`src/rtl/clk_enable_sequencer.sv`:
```
// clk_enable_sequencer
//   Brings up to N_CLK clock generator enables up in ascending order and
//   takes them down in descending order. Each stage waits its own gap
//   count from the latched dly_cfg before it changes.
//
// Ports
//   clock      : system clock, rising edge
//   reset      : synchronous, active-high; clears all state at once
//   start      : single-cycle request to begin power-up (IDLE only)
//   stop       : single-cycle request to begin power-down (RUN) or abort (UP)
//   dly_cfg    : per-stage gap, slice k = [k*DLY_W +: DLY_W]
//   clk_en     : registered generator enables, contiguous from bit 0
//   busy       : high while sequencing (UP or DOWN)
//   running    : high while every stage is enabled (RUN)
//   up_done    : one-cycle pulse on the edge the last stage is enabled
//   down_done  : one-cycle pulse on the edge the sequencer returns to IDLE
module clk_enable_sequencer #(
  parameter int N_CLK = 4,
  parameter int DLY_W = 8
) (
  input  logic                   clock,
  input  logic                   reset,
  input  logic                   start,
  input  logic                   stop,
  input  logic [N_CLK*DLY_W-1:0] dly_cfg,
  output logic [N_CLK-1:0]       clk_en,
  output logic                   busy,
  output logic                   running,
  output logic                   up_done,
  output logic                   down_done
);

  localparam int IDX_W = (N_CLK > 1) ? $clog2(N_CLK) : 1;
  localparam logic [IDX_W-1:0] LAST_IDX = IDX_W'(N_CLK - 1);

  typedef enum logic [1:0] {
    S_IDLE = 2'd0,
    S_UP   = 2'd1,
    S_RUN  = 2'd2,
    S_DOWN = 2'd3
  } state_t;

  state_t                 r_state, w_state_nxt;
  logic [IDX_W-1:0]       r_idx, w_idx_nxt;
  logic [DLY_W-1:0]       r_cnt, w_cnt_nxt;
  logic [N_CLK*DLY_W-1:0] r_dly_q, w_dly_nxt;
  logic [N_CLK-1:0]       r_clk_en, w_clk_en_nxt;
  logic                   r_up_done, w_up_done_nxt;
  logic                   r_down_done, w_down_done_nxt;

  // Gap for stage k; out-of-range k returns 0 so neighbour lookups at the
  // ends of the chain stay in bounds for any N_CLK.
  function automatic logic [DLY_W-1:0] stage_dly(
    input logic [N_CLK*DLY_W-1:0] vec,
    input int                     k
  );
    logic [DLY_W-1:0] v;
    v = '0;
    for (int i = 0; i < N_CLK; i++) begin
      if (i == k) v = vec[i*DLY_W +: DLY_W];
    end
    return v;
  endfunction

  always_ff @(posedge clock) begin
    if (reset) begin
      r_state     <= S_IDLE;
      r_idx       <= '0;
      r_cnt       <= '0;
      r_dly_q     <= '0;
      r_clk_en    <= '0;
      r_up_done   <= 1'b0;
      r_down_done <= 1'b0;
    end else begin
      r_state     <= w_state_nxt;
      r_idx       <= w_idx_nxt;
      r_cnt       <= w_cnt_nxt;
      r_dly_q     <= w_dly_nxt;
      r_clk_en    <= w_clk_en_nxt;
      r_up_done   <= w_up_done_nxt;
      r_down_done <= w_down_done_nxt;
    end
  end

  always_comb begin
    w_state_nxt     = r_state;
    w_idx_nxt       = r_idx;
    w_cnt_nxt       = r_cnt;
    w_dly_nxt       = r_dly_q;
    w_clk_en_nxt    = r_clk_en;
    w_up_done_nxt   = 1'b0;
    w_down_done_nxt = 1'b0;

    case (r_state)
      S_IDLE: begin
        // stop beats start when both arrive together
        if (start && !stop) begin
          w_dly_nxt   = dly_cfg;
          w_idx_nxt   = '0;
          w_cnt_nxt   = stage_dly(dly_cfg, 0);
          w_state_nxt = S_UP;
        end
      end

      S_UP: begin
        if (stop) begin
          // Abort: stage idx is still off, so unwind from the one below it.
          if (r_idx == '0) begin
            w_state_nxt     = S_IDLE;
            w_down_done_nxt = 1'b1;
          end else begin
            w_idx_nxt   = r_idx - IDX_W'(1);
            w_cnt_nxt   = stage_dly(r_dly_q, int'(r_idx) - 1);
            w_state_nxt = S_DOWN;
          end
        end else if (r_cnt != '0) begin
          w_cnt_nxt = r_cnt - DLY_W'(1);
        end else begin
          w_clk_en_nxt[r_idx] = 1'b1;
          if (r_idx == LAST_IDX) begin
            w_state_nxt   = S_RUN;
            w_up_done_nxt = 1'b1;
          end else begin
            w_idx_nxt = r_idx + IDX_W'(1);
            w_cnt_nxt = stage_dly(r_dly_q, int'(r_idx) + 1);
          end
        end
      end

      S_RUN: begin
        if (stop) begin
          w_idx_nxt   = LAST_IDX;
          w_cnt_nxt   = stage_dly(r_dly_q, N_CLK - 1);
          w_state_nxt = S_DOWN;
        end
      end

      S_DOWN: begin
        if (r_cnt != '0) begin
          w_cnt_nxt = r_cnt - DLY_W'(1);
        end else begin
          w_clk_en_nxt[r_idx] = 1'b0;
          if (r_idx == '0) begin
            w_state_nxt     = S_IDLE;
            w_down_done_nxt = 1'b1;
          end else begin
            w_idx_nxt = r_idx - IDX_W'(1);
            w_cnt_nxt = stage_dly(r_dly_q, int'(r_idx) - 1);
          end
        end
      end

      default: begin
        w_state_nxt = S_IDLE;
      end
    endcase
  end

  assign clk_en    = r_clk_en;
  assign busy      = (r_state == S_UP) || (r_state == S_DOWN);
  assign running   = (r_state == S_RUN);
  assign up_done   = r_up_done;
  assign down_done = r_down_done;

endmodule

```
`config.mk`:
```
export PLATFORM = sky130hd
export DESIGN_NAME = clk_enable_sequencer
export DESIGN_NICKNAME = d
export VERILOG_FILES = /design/src/rtl/clk_enable_sequencer.sv
export SDC_FILE = /design/constraint.sdc
export NUM_CORES = 1
export LEC_CHECK = 0
export BUFFER_PORTS_ARGS = -buffer_cell sky130_fd_sc_hd__buf_4
export CAP_MARGIN = 10
export CORE_UTILIZATION = 55
export CTS_BUF_LIST = sky130_fd_sc_hd__clkbuf_8
export DETAILED_ROUTE_END_ITERATION = 10
export GPL_ROUTABILITY_DRIVEN = 0
export HOLD_SLACK_MARGIN = 0.08
export PLACE_DENSITY = 0.85
export SYNTH_ARGS = -nofsm -noshare
export SYNTH_HDL_FRONTEND = slang
export SYNTH_SLANG_ARGS = --single-unit
```
`constraint.sdc`:
```
create_clock -name clock -period 2.45 [get_ports clock]
set_input_delay 0.1225 -clock clock [delete_from_list [all_inputs] [get_ports clock]]
set_output_delay 0.1225 -clock clock [all_outputs]
set_load 0.05 [all_outputs]
```
==> results.tsv, run 1 <==
metric	value	unit
Hold Crit Start	dly_cfg[0]	
Fin. Hold Viols	0	
mux share of post-synthesis cell area	1.64	%
Root Buffer	clkbuf_8	
synth cell count leaders	82 x nand2_1, 55 x a21oi_1, 50 x dfxtp_1, 27 x clkbuf_1, 22 x nor2_1	
DRT Pass-1 Iters	5	
status	finished clean	
die height	77.4	µm
Compound-Gate Fraction of Synth Area	28.3	%
worst reg2reg startpoint	r_cnt[0]	
Post-Synth Simple-Gate Area	26.0	%
most common cell in the netlist	nand2_1	
Max Fclk	0.430	GHz
Critical Path RT	2.62	ns
clock skew	0.00483	ns
largest family of logic cells by synthesized area	compound AO/OA/AOI/OAI gates	
postcts setup bufs	0	
antenna violations before repair	0	
Synth Instances	425	
Fillers	374	
worst slew pin tran	0.604	ns
clock sink count	50	
startpoint type of the worst setup path	register	
crit-path max FO	18	
fin crit share	95.0	%
Slew HR	59.7	%
asr flop ratio synth	0	%
Final min period	2.33	ns
fraction of layout cells with a size suffix above 1	16.7	%
Worst Reg-to-Reg Cells	8	
Setup crit end kind	register	
Worst Path Arrival	2.50	ns
post-synthesis sequential area ratio	32.0	%
synth top area cells	dfxtp_1 32%, nand2_1 9.8%, a21oi_1 8.8%	
Peak supply drop	0.356	mV
Mapped Nets	471	
starting density of the core	56.9	%
Routed Antenna Nets	0	
XOR/XNOR Fraction of Synth Area	0.839	%
largest net degree at the start of global routing	53	
area share of the largest cell type after synthesis	32.0	%
P&R area growth vs syn	26.8	%
Placed Area	3520	µm²
maximum root-to-sink buffer count	2	
RSZ-0062 raised after global routing	no	
DR iter-0 viols	448	
GRT overflow	0	
post-synth top area cell	dfxtp_1	
Vias	3544	
Yosys reg bits	50	
post-route setup TNS	0	ns
I/O Pins	44	
Syn. warnings	0	
drt wl/cell	17.5	µm
EDFF count, synth	0	
dpl hpwl	6.26	mm
Hold Path Class	in -> reg	
post-synthesis cell area	3130	µm²
gr usage total	33.4	%
CTS tree	done	
Power per Cell Area	539	nW/µm²
clk_lat worst skew	0.30	ns
Core ar.	5510	µm²
ant diodes	0	
dominant synthesized flop cell	dfxtp_1	
hold path cells	3	
PortBufs	43	
die width	77.4	µm
Num CTS Buffers	5	
Setup CP Type	reg -> reg	
post-route cell area	3970	µm²
Remaining DRCs	0	
num rows	27	
Final #Nets	531	
Avg Cell Area, Syn	7.37	µm²
vias in the first global route	3336	
Setup-failing EPs final	0	
routed wire length	9.77	mm
full die area	6000	µm²
Synth Area in Adders	4.00	%
hold path endpoint	r_dly_q[0]	
DR vias/cell	6.35	
final core occ	72.1	%
first-pass GRT wire length	15.9	mm
Distinct cells, synth	56	
Design Power	0.00214	W
DP Worst Slack	0.207	ns
r2r setup slk	0.12	ns
CTS clock-pin slew for the worst setup and hold paths	0.09	ns
Slew Limit Fails	0	
Critical R2R Capture	r_cnt[0]	
max-cap viol count	0	
H-Tree Depth	2	
LEAKAGE	1.45	nW
final worst slack	0.122	ns
-- final cells by class --
type | count | area [µm²] | share of cell area [%]
Multi-Input combinational cell | 318 | 1910 | 48.1
Sequential cell | 50 | 1000 | 25.2
Timing Repair Buffer | 91 | 761 | 19.2
Tap cell | 72 | 90.1 | 2.27
Inverter | 19 | 71.3 | 1.80
Clock buffer | 5 | 68.8 | 1.73
Clock inverter | 3 | 68.8 | 1.73
-- layout by cell type, fill, tap and decap left out, types with 4 or more instances in the layout --
cell / n
inv_1: 19
nor4_1: 6
dlygate4sd3_1: 31
nor2b_1: 6
nor3b_1: 7
a21oi_1: 55
ha_1: 9
nand3_1: 9
buf_4: 60
a21o_1: 5
a31oi_1: 5
nor3_1: 13
a221oi_1: 10
o211ai_1: 4
nor2_1: 22
clkbuf_8: 5
nand2_1: 82
a221o_1: 6
dfxtp_1: 50
a311oi_1: 6
mux2i_1: 4
o21ai_0: 11
nand3b_1: 9
-- sequential cells by signal, indices dropped and copies added, names as in the netlist, named ones only --
register,flops
up_done,1
r_cnt,8
down_done,1
r_state,1
r_dly_q,32
r_idx,2
-- report_power, final --
part,internal [W],switching (W)
combinational,0.000225,0.000295
clock,0.000409,0.000291
sequential,0.000858,0.0000608
-- critical path, cell delays in order, from the launching register on --
cell and delay (ns):
dfxtp_1 0.36, inv_1 0.16, ha_1 0.20, or3b_2 0.52
nor2_1 0.19, buf_4 0.28, o311ai_0 0.19, o2111ai_1 0.14
o311ai_0 0.16
-- layer usage --
layer	track usage [%]	share of wire [%]
met5	0	0
met4	14.0	2.9
met3	5.65	9.7
met2	54.1	46
met1	43.6	41
-- stage by stage --
stage | cells | hold slack, ns
global placement | 519 | 0.369
CTS | 556 | 0.0802
global route | 558 | 0.103
finish | 558 | 0.101
floorplan | 425 | 0.258
detailed placement | 519 | 0.380
-- kinds of logic (layout without fill, tap and decap cells) --
kind of cell | after synthesis | in the layout
AO/OA/AOI/OAI | 132 | 132
XOR/XNOR | 3 | 3
adder cells (fa/ha/maj) | 10 | 10
buffers and inverters | 57 | 118
flip-flops | 50 | 50
multiplexers | 5 | 5
AND/OR/NAND/NOR | 168 | 168
-- how the worst max path moves through the flow --
stage                        start        to  cells past startpoint
after floorplan           r_idx[0]  r_cnt[0]                      7
after global placement    r_cnt[0]  r_cnt[2]                      7
after detailed placement  r_cnt[0]  r_cnt[0]                      8
after CTS                 r_cnt[0]  r_cnt[0]                      8
after global routing      r_cnt[0]  r_idx[0]                      8
final                     r_cnt[0]  r_cnt[0]                      8
-- timing repair --
action                     CTS  global route
setup endpoints to repair    0             2
hold buffers                29             2
hold endpoints to repair    29             2
resized for setup            0             1
Note: power is estimated with default switching activity, not from simulation.
==> run 2, diff against run 1 <==
--- a/config.mk
+++ b/config.mk
@@ -7,12 +7,12 @@
 export LEC_CHECK = 0
 export BUFFER_PORTS_ARGS = -buffer_cell sky130_fd_sc_hd__buf_4
 export CAP_MARGIN = 10
-export CORE_UTILIZATION = 55
+export CORE_UTILIZATION = 45
 export CTS_BUF_LIST = sky130_fd_sc_hd__clkbuf_8
 export DETAILED_ROUTE_END_ITERATION = 10
 export GPL_ROUTABILITY_DRIVEN = 0
 export HOLD_SLACK_MARGIN = 0.08
-export PLACE_DENSITY = 0.85
+export PLACE_DENSITY = 0.73
 export SYNTH_ARGS = -nofsm -noshare
 export SYNTH_HDL_FRONTEND = slang
 export SYNTH_SLANG_ARGS = --single-unit
==> results.tsv, run 2 (synthesis gave the netlist of run 1 again) <==
metric	value	unit	change
Core ar.	6760	µm²	was 5510 µm²
status	finished clean		unchanged
Setup CP Type	reg -> reg		unchanged
fin crit share	90.1	%	was 95.0%
critical path's slowest cell	or3b_2		unchanged
DRT Pass-1 Iters	6		was 5
LEAKAGE	1.42	nW	was 1.45 nW
drt wl/cell	16.5	µm	was 17.5 µm
clock sink count	50		unchanged
max-cap viol count	0		unchanged
Final #Nets	530		was 531
antenna violations before repair	0		unchanged
Critical Path RT	2.64	ns	was 2.62 ns
clk_lat worst skew	0.32	ns	was 0.30 ns
Max Fclk	0.453	GHz	was 0.430 GHz
Power per Cell Area	496	nW/µm²	was 539 nW/µm²
Vias	3417		was 3544
GRT overflow	0		unchanged
CTS tree	done		unchanged
Routed Antenna Nets	0		unchanged
P&R area growth vs syn	25.9	%	was 26.8%
dpl hpwl	6.20	mm	was 6.26 mm
num rows	30		was 27
ant diodes	0		unchanged
RSZ-0062 raised after global routing	no		unchanged
Setup-failing EPs final	0		unchanged
final worst slack	0.242	ns	was 0.122 ns
Remaining DRCs	0		unchanged
startpoint type of the worst setup path	register		unchanged
vias in the first global route	2998		was 3336
Most flops, register	r_dly_q		unchanged
starting density of the core	46.3	%	was 56.9%
Largest register FFs	32		unchanged
DR iter-0 viols	369		was 448
Hold Path Class	in -> reg		unchanged
die width	85.4	µm	was 77.4 µm
I/O Pins	44		unchanged
Setup crit end kind	register		unchanged
worst slew pin tran	0.744	ns	was 0.604 ns
post-route cell area	3940	µm²	was 3970 µm²
fraction of layout cells with a size suffix above 1	16.3	%	was 16.7%
first-pass GRT wire length	15.0	mm	was 15.9 mm
post-route setup TNS	0	ns	unchanged
DP Worst Slack	0.266	ns	was 0.207 ns
largest net degree at the start of global routing	53		unchanged
clock skew	0.00701	ns	was 0.00483 ns
maximum root-to-sink buffer count	2		unchanged
routed wire length	9.34	mm	was 9.77 mm
Final min period	2.21	ns	was 2.33 ns
die height	85.4	µm	was 77.4 µm
H-Tree Depth	2		unchanged
Cells after DPL	525		was 519
Placed Area	3530	µm²	was 3520 µm²
worst-path cell chain	inv_1 > ha_1 > or3b_2 > nor2_1 > buf_12 > a211oi_1 > nor3_1 > a211oi_2		was inv_1 > ha_1 > or3b_2 > nor2_1 > buf_4 > o311ai_0 > o2111ai_1 > o311ai_0
Root Buffer	clkbuf_8		unchanged
most frequent cells in the layout	82 x nand2_1, 57 x buf_4, 55 x a21oi_1, 50 x dfxtp_1, 32 x dlygate4sd3_1		was 82 x nand2_1, 60 x buf_4, 55 x a21oi_1, 50 x dfxtp_1, 31 x dlygate4sd3_1
biggest regs	r_dly_q x32, r_cnt x8, r_idx x2		unchanged
Slew Limit Fails	0		unchanged
DR vias/cell	6.05		was 6.35
slowest stage delay, CP	0.51	ns	was 0.52 ns
full die area	7290	µm²	was 6000 µm²
Finished Layout Cells	565		was 558
Slew HR	50.3	%	was 59.7%
PortBufs	43		unchanged
Peak supply drop	0.256	mV	was 0.356 mV
CTS clock-pin slew for the worst setup and hold paths	0.10	ns	was 0.09 ns
Worst Path Arrival	2.40	ns	was 2.50 ns
Fin. Hold Viols	0		unchanged
Num CTS Buffers	5		unchanged
crit-path max FO	21		was 18
final core occ	58.4	%	was 72.1%
gr usage total	25.9	%	was 33.4%
commonest non-fill, non-tap cell in the layout	nand2_1		unchanged
-- run 2: repair_timing --
| item | 4_1_cts | 5_1_grt |
|---|---|---|
| gates resized for setup | 0 | 1 |
| endpoints found under the setup margin | 0 | 1 |
| hold buffers | 32 | 0 |
| hold endpoints to repair | 32 | 0 |
| buffers inserted | 0 | 0 |
-- run 2: worst max-delay path, delay by kind of cell, from the launching register on --
kind | cells | cell delay [ns]
DFF | 1 | 0.36
and+or+nand+nor | 3 | 0.97
AOI/OAI and AO/OA | 2 | 0.19
adders and majority gates | 1 | 0.20
buffers and inverters | 2 | 0.35
-- run 2: worst paths after layout --
| path | start | end | slack [ns] | cells past startpoint |
|---|---|---|---|---|
| min reg2reg | r_dly_q[18] | r_dly_q[18] | 0.47 | 2 |
| min | stop | r_state[0] | 0.25 | 3 |
| max | r_cnt[0] | r_cnt[2] | 0.24 | 8 |
| max reg2reg | r_cnt[0] | r_cnt[2] | 0.24 | 8 |
-- run 2: stage by stage --
step | hold WS, ns | total power, W
2_1_floorplan | 0.258 | 0.00124
3_3_place_gp | 0.370 | 0.00139
3_5_place_dp | 0.380 | 0.00140
4_1_cts | 0.255 | 0.00195
5_1_grt | 0.283 | 0.00204
6_report | 0.253 | 0.00196
-- run 2: metal layers --
metal / global-route usage (%) / share of wire (%)
met2: 40.4 / 46
met3: 3.89 / 7.2
met1: 36.3 / 44
met4: 9.55 / 2.2
met5: 0 / 0
-- run 2: report_power, final --
group          switching [W]  internal (W)  total [W]
registers          0.0000569      0.000858   0.000915
logic               0.000294      0.000230   0.000524
clock network       0.000313      0.000205   0.000518
-- run 2: layout make-up --
| class | count | area [µm²] |
|---|---|---|
| fillers | 612 | 2810 |
| multi-input cells | 318 | 1910 |
| flip-flops and latches | 50 | 1000 |
| repair buffers | 90 | 768 |
| well taps | 80 | 100 |
| inverters | 19 | 71.3 |
| clock buffers | 5 | 68.8 |
| clock inverters | 3 | 23.8 |
==> run 3, diff against run 2 <==
--- a/config.mk
+++ b/config.mk
@@ -5,6 +5,7 @@
 export SDC_FILE = /design/constraint.sdc
 export NUM_CORES = 1
 export LEC_CHECK = 0
+export ABC_CLOCK_PERIOD_IN_PS = 2450
 export BUFFER_PORTS_ARGS = -buffer_cell sky130_fd_sc_hd__buf_4
 export CAP_MARGIN = 10
 export CORE_UTILIZATION = 45
@@ -12,7 +13,7 @@
 export DETAILED_ROUTE_END_ITERATION = 10
 export GPL_ROUTABILITY_DRIVEN = 0
 export HOLD_SLACK_MARGIN = 0.08
-export PLACE_DENSITY = 0.73
+export PLACE_DENSITY_LB_ADDON = 0.1
 export SYNTH_ARGS = -nofsm -noshare
 export SYNTH_HDL_FRONTEND = slang
 export SYNTH_SLANG_ARGS = --single-unit
==> results.tsv, run 3 (synthesis gave the netlist of run 1 again) <==
metric	value	unit	change
CTS tree	done		unchanged
clk_lat worst skew	0.31	ns	was 0.32 ns
clock sink count	50		unchanged
fin crit share	93.4	%	was 90.1%
most frequent cells in the layout	82 x nand2_1, 65 x buf_4, 55 x a21oi_1, 50 x dfxtp_1, 32 x dlygate4sd3_1		was 82 x nand2_1, 57 x buf_4, 55 x a21oi_1, 50 x dfxtp_1, 32 x dlygate4sd3_1
Setup-failing EPs final	0		unchanged
r2r setup slk	0.16	ns	was 0.24 ns
DP Worst Slack	0.211	ns	was 0.266 ns
Root Buffer	clkbuf_8		unchanged
PortBufs	43		unchanged
DRT Pass-1 Iters	5		was 6
final worst slack	0.162	ns	was 0.242 ns
sw frac	31.6	%	was 34.0%
Worst Path Arrival	2.48	ns	was 2.40 ns
vias in the first global route	3056		was 2998
first-pass GRT wire length	15.6	mm	was 15.0 mm
DR vias/cell	5.85		was 6.05
Internal	0.00140	W	was 0.00129 W
worst slew pin tran	0.606	ns	was 0.744 ns
Core ar.	6760	µm²	unchanged
Setup CP Type	reg -> reg		unchanged
fraction of layout cells with a size suffix above 1	17.4	%	was 16.3%
num rows	30		unchanged
clock skew	0.0143	ns	was 0.00701 ns
full die area	7290	µm²	unchanged
Largest register FFs	32		unchanged
Logic pwr share	26.1	%	was 26.8%
CTS clock-pin slew for the worst setup and hold paths	0.11	ns	was 0.10 ns
Final min period	2.29	ns	was 2.21 ns
register area	1000	µm²	unchanged
startpoint type of the worst setup path	register		unchanged
Cells after DPL	533		was 525
area of the multi-input gates	1910	µm²	unchanged
die width	85.4	µm	unchanged
Peak supply drop	0.287	mV	was 0.256 mV
Num CTS Buffers	5		unchanged
largest net degree at the start of global routing	53		unchanged
GRT overflow	0		unchanged
NetSw	0.000648	W	was 0.000664 W
clock network fraction of total power	29.3	%	was 26.5%
Slew Limit Fails	0		unchanged
Fin. Hold Viols	0		unchanged
commonest non-fill, non-tap cell in the layout	nand2_1		unchanged
worst-path cell chain	inv_1 > ha_1 > or3b_2 > nor4_4 > nor2_2 > o311ai_1		was inv_1 > ha_1 > or3b_2 > nor2_1 > buf_12 > a211oi_1 > nor3_1 > a211oi_2
H-Tree Depth	2		unchanged
Routed Antenna Nets	0		unchanged
Fillers	640		was 612
LEAKAGE	1.48	nW	was 1.42 nW
ant diodes	0		unchanged
RSZ-0062 raised after global routing	no		unchanged
Most flops, register	r_dly_q		unchanged
max-cap viol count	0		unchanged
DR iter-0 viols	269		was 369
Max Fclk	0.437	GHz	was 0.453 GHz
starting density of the core	46.3	%	unchanged
sequential share of power	44.5	%	was 46.7%
Vias	3353		was 3417
maximum root-to-sink buffer count	2		unchanged
P&R area growth vs syn	28.4	%	was 25.9%
gr usage total	27.2	%	was 25.9%
Hold Path Class	in -> reg		unchanged
routed wire length	9.63	mm	was 9.34 mm
Remaining DRCs	0		unchanged
Finished Layout Cells	573		was 565
critical path's slowest cell	or3b_2		unchanged
Critical Path RT	2.64	ns	about the same
die height	85.4	µm	unchanged
slowest stage delay, CP	0.52	ns	was 0.51 ns
Setup crit end kind	register		unchanged
dpl hpwl	6.55	mm	was 6.20 mm
post-route setup TNS	0	ns	unchanged
crit-path max FO	9		was 21
biggest regs	r_dly_q x32, r_cnt x8, r_idx x2		unchanged
Slew HR	59.6	%	was 50.3%
antenna violations before repair	0		unchanged
I/O Pins	44		unchanged
Power per Cell Area	509	nW/µm²	was 496 nW/µm²
drt wl/cell	16.8	µm	was 16.5 µm
status	finished clean		unchanged
Final #Nets	538		was 530
run 3: critical path: cells and delay by family (launching register included):
kind,cells,cell delay [ns]
compound gates,1,0.34
simple gates,3,1.10
flops,1,0.36
fa+ha+maj,1,0.20
buf+inv,1,0.16
run 3: per-stage QoR:
stage,utilization [%],instance area [µm²],hold slack (ns),total power [W]
finish,59.5,4020,0.281,0.00205
global placement,53.1,3590,0.370,0.00141
CTS,59.3,4010,0.0825,0.00204
detailed placement,53.1,3590,0.378,0.00141
global route,59.5,4020,0.300,0.00214
floorplan,-,3130,0.258,0.00124
run 3: what timing repair did:
action / 4_1_cts / 5_1_grt
hold buffers: 31 / 1
setup endpoints to repair: 0 / 1
endpoints found under the hold margin: 31 / 1
gates resized for setup: 0 / 1
buffers inserted: 0 / 0
run 3: layout make-up:
| type | instances | share of cell area, % |
|---|---|---|
| clock buffers | 5 | 1.71 |
| clock inverters | 3 | 1.03 |
| inverters | 19 | 1.77 |
| multi-input cells | 318 | 47.5 |
| flip-flops and latches | 50 | 24.9 |
| well taps | 80 | 2.49 |
| repair buffers | 98 | 20.6 |
run 3: metal layers:
layer  track usage, %  part of all wire, %
met1             38.2                   46
met2             43.5                   47
met3             4.38                  6.0
met4             7.12                  1.0
met5                0                    0
run 3: final timing paths:
path	startpoint	endpoint	cells past startpoint
max reg2reg	r_cnt[0]	r_cnt[1]	6
min reg2reg	r_dly_q[22]	r_dly_q[22]	2
min	stop	r_state[0]	3
max	r_cnt[0]	r_cnt[1]	6
run 3: power by group through the flow:
stage / clock, W / sequential [W] / combinational, W
2_1_floorplan: 0 / 0.000906 / 0.000331
3_3_place_gp: 0 / 0.000927 / 0.000485
3_5_place_dp: 0 / 0.000929 / 0.000484
4_1_cts: 0.000608 / 0.000910 / 0.000525
5_1_grt: 0.000640 / 0.000918 / 0.000584
6_report: 0.000600 / 0.000912 / 0.000534
